[src/rtl/rf_wb_arbiter.sv]
// rf_wb_arbiter: shares the register file write port between the in-order
// writeback (A) and the long-latency load/multiply unit (B). A has priority
// until B has been refused MAX_WAIT consecutive cycles, then B is forced
// ahead. The granted write is registered one cycle before reaching the
// register file. A pending-destination scoreboard tracks B-issued ops.
// Optional feature macro: WBARB_CONFLICT_CNT_EN adds a saturating 16-bit
// count of cycles where both requesters were valid (conflict_cnt).
module rf_wb_arbiter #(
   parameter int MAX_WAIT = 3,
   parameter int XLEN     = 32
) (
   input  logic            clk,
   input  logic            rst,
   input  logic            a_valid,
   input  logic [4:0]      a_rd,
   input  logic [XLEN-1:0] a_data,
   output logic            a_ready,
   input  logic            b_valid,
   input  logic [4:0]      b_rd,
   input  logic [XLEN-1:0] b_data,
   output logic            b_ready,
   input  logic            iss_valid,
   input  logic [4:0]      iss_rd,
   output logic            reg_wr,
   output logic [4:0]      wr_reg,
   output logic [XLEN-1:0] wr_data,
   output logic [31:0]     busy,
   output logic            force_b
`ifdef WBARB_CONFLICT_CNT_EN
   ,
   output logic [15:0]     conflict_cnt
`endif
);

   localparam logic [3:0] MAX_WAIT_C = 4'(MAX_WAIT);

   logic            force_b_s;
   logic            a_ready_s;
   logic            b_ready_s;
   logic            a_xfer_s;
   logic            b_xfer_s;
   logic [3:0]      wait_cnt_d, wait_cnt_q;
   logic            reg_wr_d, reg_wr_q;
   logic [4:0]      wr_reg_d, wr_reg_q;
   logic [XLEN-1:0] wr_data_d, wr_data_q;
   logic [31:0]     busy_d, busy_q;

   // Grant decision: starvation override first, then A priority, then B; all held low in reset.
   always_comb begin
      force_b_s = 1'b0;
      a_ready_s = 1'b0;
      b_ready_s = 1'b0;
      if (rst) begin
         force_b_s = 1'b0;
      end else begin
         force_b_s = b_valid && (wait_cnt_q == MAX_WAIT_C);
         if (force_b_s) begin
            b_ready_s = 1'b1;
         end else if (a_valid) begin
            a_ready_s = 1'b1;
         end else begin
            b_ready_s = b_valid;
         end
      end
   end

   assign a_xfer_s = a_valid && a_ready_s;
   assign b_xfer_s = b_valid && b_ready_s;

   // Next-state for the refusal counter, write stage and scoreboard.
   always_comb begin
      wait_cnt_d = wait_cnt_q;
      reg_wr_d   = 1'b0;
      wr_reg_d   = wr_reg_q;
      wr_data_d  = wr_data_q;
      busy_d     = busy_q;

      // B refused while valid ages the counter; acceptance or idle B restarts it.
      if (b_valid && !b_ready_s) begin
         if (wait_cnt_q < MAX_WAIT_C) begin
            wait_cnt_d = wait_cnt_q + 4'd1;
         end else begin
            wait_cnt_d = wait_cnt_q;
         end
      end else begin
         wait_cnt_d = 4'd0;
      end

      // Writes to x0 are accepted but never reach the register file.
      if (a_xfer_s && (a_rd != 5'd0)) begin
         reg_wr_d  = 1'b1;
         wr_reg_d  = a_rd;
         wr_data_d = a_data;
      end else if (b_xfer_s && (b_rd != 5'd0)) begin
         reg_wr_d  = 1'b1;
         wr_reg_d  = b_rd;
         wr_data_d = b_data;
      end else begin
         reg_wr_d  = 1'b0;
      end

      // Clear before set so a same-cycle reissue of the register wins.
      if (b_xfer_s) begin
         busy_d[b_rd] = 1'b0;
      end else begin
         busy_d = busy_d;
      end
      if (iss_valid) begin
         busy_d[iss_rd] = 1'b1;
      end else begin
         busy_d = busy_d;
      end
      busy_d[0] = 1'b0;
   end

   // State registers; reset cancels any pending write and clears the scoreboard.
   always_ff @(posedge clk or posedge rst) begin
      if (rst) begin
         wait_cnt_q <= 4'd0;
         reg_wr_q   <= 1'b0;
         wr_reg_q   <= 5'd0;
         wr_data_q  <= {XLEN{1'b0}};
         busy_q     <= 32'd0;
      end else begin
         wait_cnt_q <= wait_cnt_d;
         reg_wr_q   <= reg_wr_d;
         wr_reg_q   <= wr_reg_d;
         wr_data_q  <= wr_data_d;
         busy_q     <= busy_d;
      end
   end

`ifdef WBARB_CONFLICT_CNT_EN
   logic [15:0] conflict_cnt_d, conflict_cnt_q;

   // Count cycles where both requesters compete, saturating at all-ones.
   always_comb begin
      conflict_cnt_d = conflict_cnt_q;
      if (a_valid && b_valid && (conflict_cnt_q != 16'hFFFF)) begin
         conflict_cnt_d = conflict_cnt_q + 16'd1;
      end else begin
         conflict_cnt_d = conflict_cnt_q;
      end
   end

   // Conflict counter register.
   always_ff @(posedge clk or posedge rst) begin
      if (rst) begin
         conflict_cnt_q <= 16'd0;
      end else begin
         conflict_cnt_q <= conflict_cnt_d;
      end
   end

   assign conflict_cnt = conflict_cnt_q;
`endif

   assign a_ready = a_ready_s;
   assign b_ready = b_ready_s;
   assign force_b = force_b_s;
   assign reg_wr  = reg_wr_q;
   assign wr_reg  = wr_reg_q;
   assign wr_data = wr_data_q;
   assign busy    = busy_q;

endmodule

[config.mk]
export PLATFORM = sky130hd
export DESIGN_NAME = rf_wb_arbiter
export DESIGN_NICKNAME = d
export VERILOG_FILES = /design/src/rtl/rf_wb_arbiter.sv
export SDC_FILE = /design/constraint.sdc
export NUM_CORES = 1
export LEC_CHECK = 0
export ABC_CLOCK_PERIOD_IN_PS = 6600
export BUFFER_PORTS_ARGS = -buffer_cell sky130_fd_sc_hd__buf_2
export CAP_MARGIN = 20
export CORE_MARGIN = 1
export CORE_UTILIZATION = 40
export DETAILED_ROUTE_END_ITERATION = 7
export PLACE_DENSITY = 0.73
export SETUP_SLACK_MARGIN = 0.1
export SKIP_LAST_GASP = 1
export SLEW_MARGIN = 20
export SYNTH_ARGS = -nofsm -noshare
export SYNTH_HDL_FRONTEND = slang
export SYNTH_SLANG_ARGS = --single-unit
[constraint.sdc]
create_clock -name clk -period 6.6 [get_ports clk]
set_input_delay 1.98 -clock clk [delete_from_list [all_inputs] [get_ports clk]]
set_output_delay 1.98 -clock clk [all_outputs]
set_load 0.01 [all_outputs]
Word-level counts from Yosys, hierarchy flattened. Index checks and enable logic that the tools add are counted.

Input bits: 84. Word-level logic and storage cells: 49. Register bits: 73.

Muxes and demuxes: 21. Reductions and logical operators: 12. Bitwise operators: 3. Add/sub/neg operators: 1. $lt $le $gt $ge: 5. Equality and inequality tests: 2.

Operators by type and width (count): $mux W32 (4); $and A32 B32 Y32 (1); $not A32 Y32 (1); $or A32 B32 Y32 (1); $lt A5 B6 Y1 const B (2); $mux W1 (11); $demux W1 S5 (2); $ge A5 B1 Y1 const B (2); $mux W5 (2); $reduce_bool A5 Y1 (2); $logic_and A1 B1 Y1 (8); $mux W4 (2); $add A4 B1 Y4 const B (1); $eq A4 B2 Y1 const B (1); $lt A4 B2 Y1 const B (1); $ne A2 B1 Y1 const B (1); $reduce_bool A2 Y1 (1); $logic_not A1 Y1 (1).

Longest topological paths before layout.
Depth in word-level cells: 9. Depth in mapped cells: 9. Gate-level depth less buffers: 6.

Worst setup path before layout. No wires, ideal clock.

Path type: input port to output port. Start point: in b_valid. End point: out b_ready. Required time: 4.620 ns. Arrival: 2.547 ns. Stages: 3. Setup slack: 2.073 ns. Cell sequence: nor2b_1 > o21ai_2 > inv_2.

Cells in the longest elaborated chain, start to end: 3. Elaborated cells on any way between the ends: 4. Those cells by class: 3 x mux; 1 x reduce/logical.

Ends and longest elaborated chain: from (decl) (RTL line 18) `input logic b_valid,`; $mux W1 or $logic_and A1 B1 Y1 (tied branches) (RTL line 59, 56); $mux W1 (*) (RTL line 57) `if (force_b_s) begin`; $mux W1 (*) (RTL line 53) `if (rst) begin`; to (decl) (RTL line 21) `output logic b_ready,`.

Every way passes the cells marked *; elsewhere a longest branch is shown, timed or not.

Worst setup path in the final report.
Start point: in a_valid. End point: out a_ready.

Cells in the longest elaborated chain, start to end: 3.

Ends and longest elaborated chain: from (decl) (RTL line 14) `input logic a_valid,`; $mux W1 (RTL line 59) `end else if (a_valid) begin`; $mux W1 (RTL line 57); $mux W1 (RTL line 53); to (decl) (RTL line 17) `output logic a_ready,`.

Every way passes these cells.

==> flow_summary.toml <==
[sta]
fin_crit_ns = 4.90
fin_hold_ws_ns = 0.508
rsz0062_at_grt = "false"
post-route-period-util_pct = 74.2
fin_tns_setup_ns = 0
worst_pin_slew_ns = 1.03
fmax_mhz = 204
finalMaxSlewViolations = 0
hold_violations = 0
setup_violations = 0
fin_skew_ns = 0.00848
relSlewSlack_pct = 31.7

[pwr]
power.total_mw = 1.32
pwr_density_cell_nw_per_um2 = 295
peakVddDrop_mv = 0.155
p_leak_nw = 2.07

[clocking]
cts_sinks = 73
clock_latency_ns = 0.34
cts-resized-gates = 0
cts_tree = "yes"
clockBufferDepth = 2
cts_buffers = 9
cts_root_buffer = "clkbuf_8"
hold_buffers = 0
cts.clk_slew.worst_paths_ns = 0.08
htree_levels = 3
cts_setup_buffers = 0

[finish]
stdcell_area_sq_um = 4450
final_cells = 615
finalNetCount = 589
area_growth_pct = 30.0
drive_gt1_share_pct = 38.1
fillCellCount = 755
largest_register_ffs = 32

[worst_setup_path]
start_kind = "primary input"
cp_cell_sequence = "buf_2 -> inv_2 -> a211o_1 -> buf_4 -> inv_4 -> buf_2"
crit_type = "in2out"
crit_top_cell = "buf_2"
max_stage_delay_ns = 0.25
required_ns = 4.62
end_kind = "primary output"
crit_path_top_delay_cell = "buf_4"
cp_max_fo = 36
crit_arrival_ns = 2.92

[route]
firstDrtPassIters = 5
postRouteAntennaNets = 0
drt_iter0_drc = 192
vias_per_cell = 5.37
num_vias = 3301
post_drt_wl_per_cell_um = 15.9
drc = 0
routed_wl_mm = 9.77

[synthesis]
synth_seq_cells = 73
synth_top_cell_by_area = "dfrtp_1"
syn_area_sq_um = 3420
synth_common_cells = "dfrtp_1, nand2_1, nor3_1, o21ai_0, a31oi_1"
ys_warn_count = 0
ys_types = 43
synth_area_leaders = "dfrtp_1, nand2_1, a31oi_1, nor3_1, o21ai_0"
synth_edf_count = 0
synthFlopType = "dfrtp_1"
synth_top_cell_area_share_pct = 53.4
syn_inst = 356
yosysSeqAreaShare_pct = 53.4
synthesis.nets = 441
synth.avg_cell_area_sq_um = 9.62
async_flop_share_pct = 100

[floorplanning]
die-area_sq_um = 8930
io_pins = 157
core_sq_um = 8260
initial_core_util_pct = 41.5
die_y_um = 94.5
row_count = 33
die_w_um = 94.5

[global_routing]
grt_pass1_wl_mm = 14.9
grt_usage_pct = 22.0
grt_max_degree = 58
grt-ovfl-total = 0
antenna_found_initial = 1
grt_pass1_vias = 3042

[placed_design]
placed_area_sq_um = 4210
hpwlAfterDp_mm = 7.03
io_buffers = 155
dp_cells = 598
gp_congestion = 0.826

[job]
maxCapViolations = 0

[worst_hold_path]
worst_hold_path_type = "reg2reg"

[outcome]
outcome = "completed"
-- where the power goes --
group,internal (mW),switching [mW]
Combinational,0.136,0.181
Clock,0.252,0.168
Sequential,0.534,0.0445
-- placed cells by master, fill, tap and decap left out, types with 2 or more instances in the layout --
cell       synthesis  layout
a211o_1            5       5
a22o_1             2       2
a31oi_1           33      33
and3_1             2       2
buf_2              8     155
buf_4              5       3
bufinv_16          0       3
clkbuf_8           0       9
clkinv_2           0       2
dfrtp_1           73      73
inv_2              2       3
mux2_2             2       2
nand2_1           73      73
nand2b_1           3       3
nand3_1            3       3
nand3b_1           7       7
nor2_1             5       5
nor3_1            35      35
o21ai_0           35      35
o21ai_1           20      20
o21ai_2            2       2
o31ai_1            4       4
o41ai_1            3       3
or3b_2             5       5
-- critical path: cells and delay by family --
family | cells | cell delay [ns]
buffers and inverters | 5 | 0.70
AOI/OAI and AO/OA | 1 | 0.22
-- stage by stage --
step / utilization, % / worst slack, ns
2_1_floorplan: - / 2.07
6_report: 53.9 / 1.70
4_1_cts: 53.9 / 1.70
3_3_place_gp: 51.0 / 1.72
5_1_grt: 53.9 / 1.65
3_5_place_dp: 51.0 / 1.70
-- layer usage --
metal / share of wire (%) / vias up / global-route usage, %
met3: 8.5 / 17 / 5.07
met2: 47 / 168 / 37.1
li1: - / 1588 / -
met5: 0 / - / 0
met4: 2.4 / 0 / 8.84
met1: 42 / 1528 / 27.1
-- cell families (layout without fill, tap and decap cells) --
| family | Yosys count | in the layout | synth area share (%) |
|---|---|---|---|
| flip-flops | 73 | 73 | 53.4 |
| buffers and inverters | 26 | 179 | 4.86 |
| adder cells (fa/ha/maj) | 1 | 1 | 0.365 |
| AO/OA/AOI/OAI | 110 | 110 | 19.9 |
| XOR/XNOR | 1 | 1 | 0.256 |
| AND/OR/NAND/NOR | 141 | 141 | 20.2 |
| multiplexers | 3 | 3 | 0.950 |
| other | 1 | 2 | 0.110 |
-- area by class of cell --
class                      count  area (sq um)  share of cell area [%]
sequential                    73          1830                    41.0
multi-input combinational    257          1430                    32.1
timing repair buffer         158           798                    17.9
tap                          105           131                    2.95
clock buffer                   9           124                    2.78
clock inverter                 7           118                    2.64
inverter                       5          21.3                   0.478
antenna                        1          2.50                  0.0562
-- final timing paths --
check / cells past startpoint / startpoint / slack [ns] / to
worst min-delay path: 2 / busy[27] / 0.51 / busy[27]
worst min register to register: 2 / busy[27] / 0.51 / busy[27]
worst max register to register: 8 / wait_cnt_q[0] / 4.16 / wr_data[19]
max in group asynchronous: 3 / rst / 3.95 / wr_reg[4]
worst max-delay path: 6 / a_valid / 1.70 / a_ready
min in group asynchronous: 2 / rst / 1.64 / busy[17]
Power figures use the tool's default switching activity.
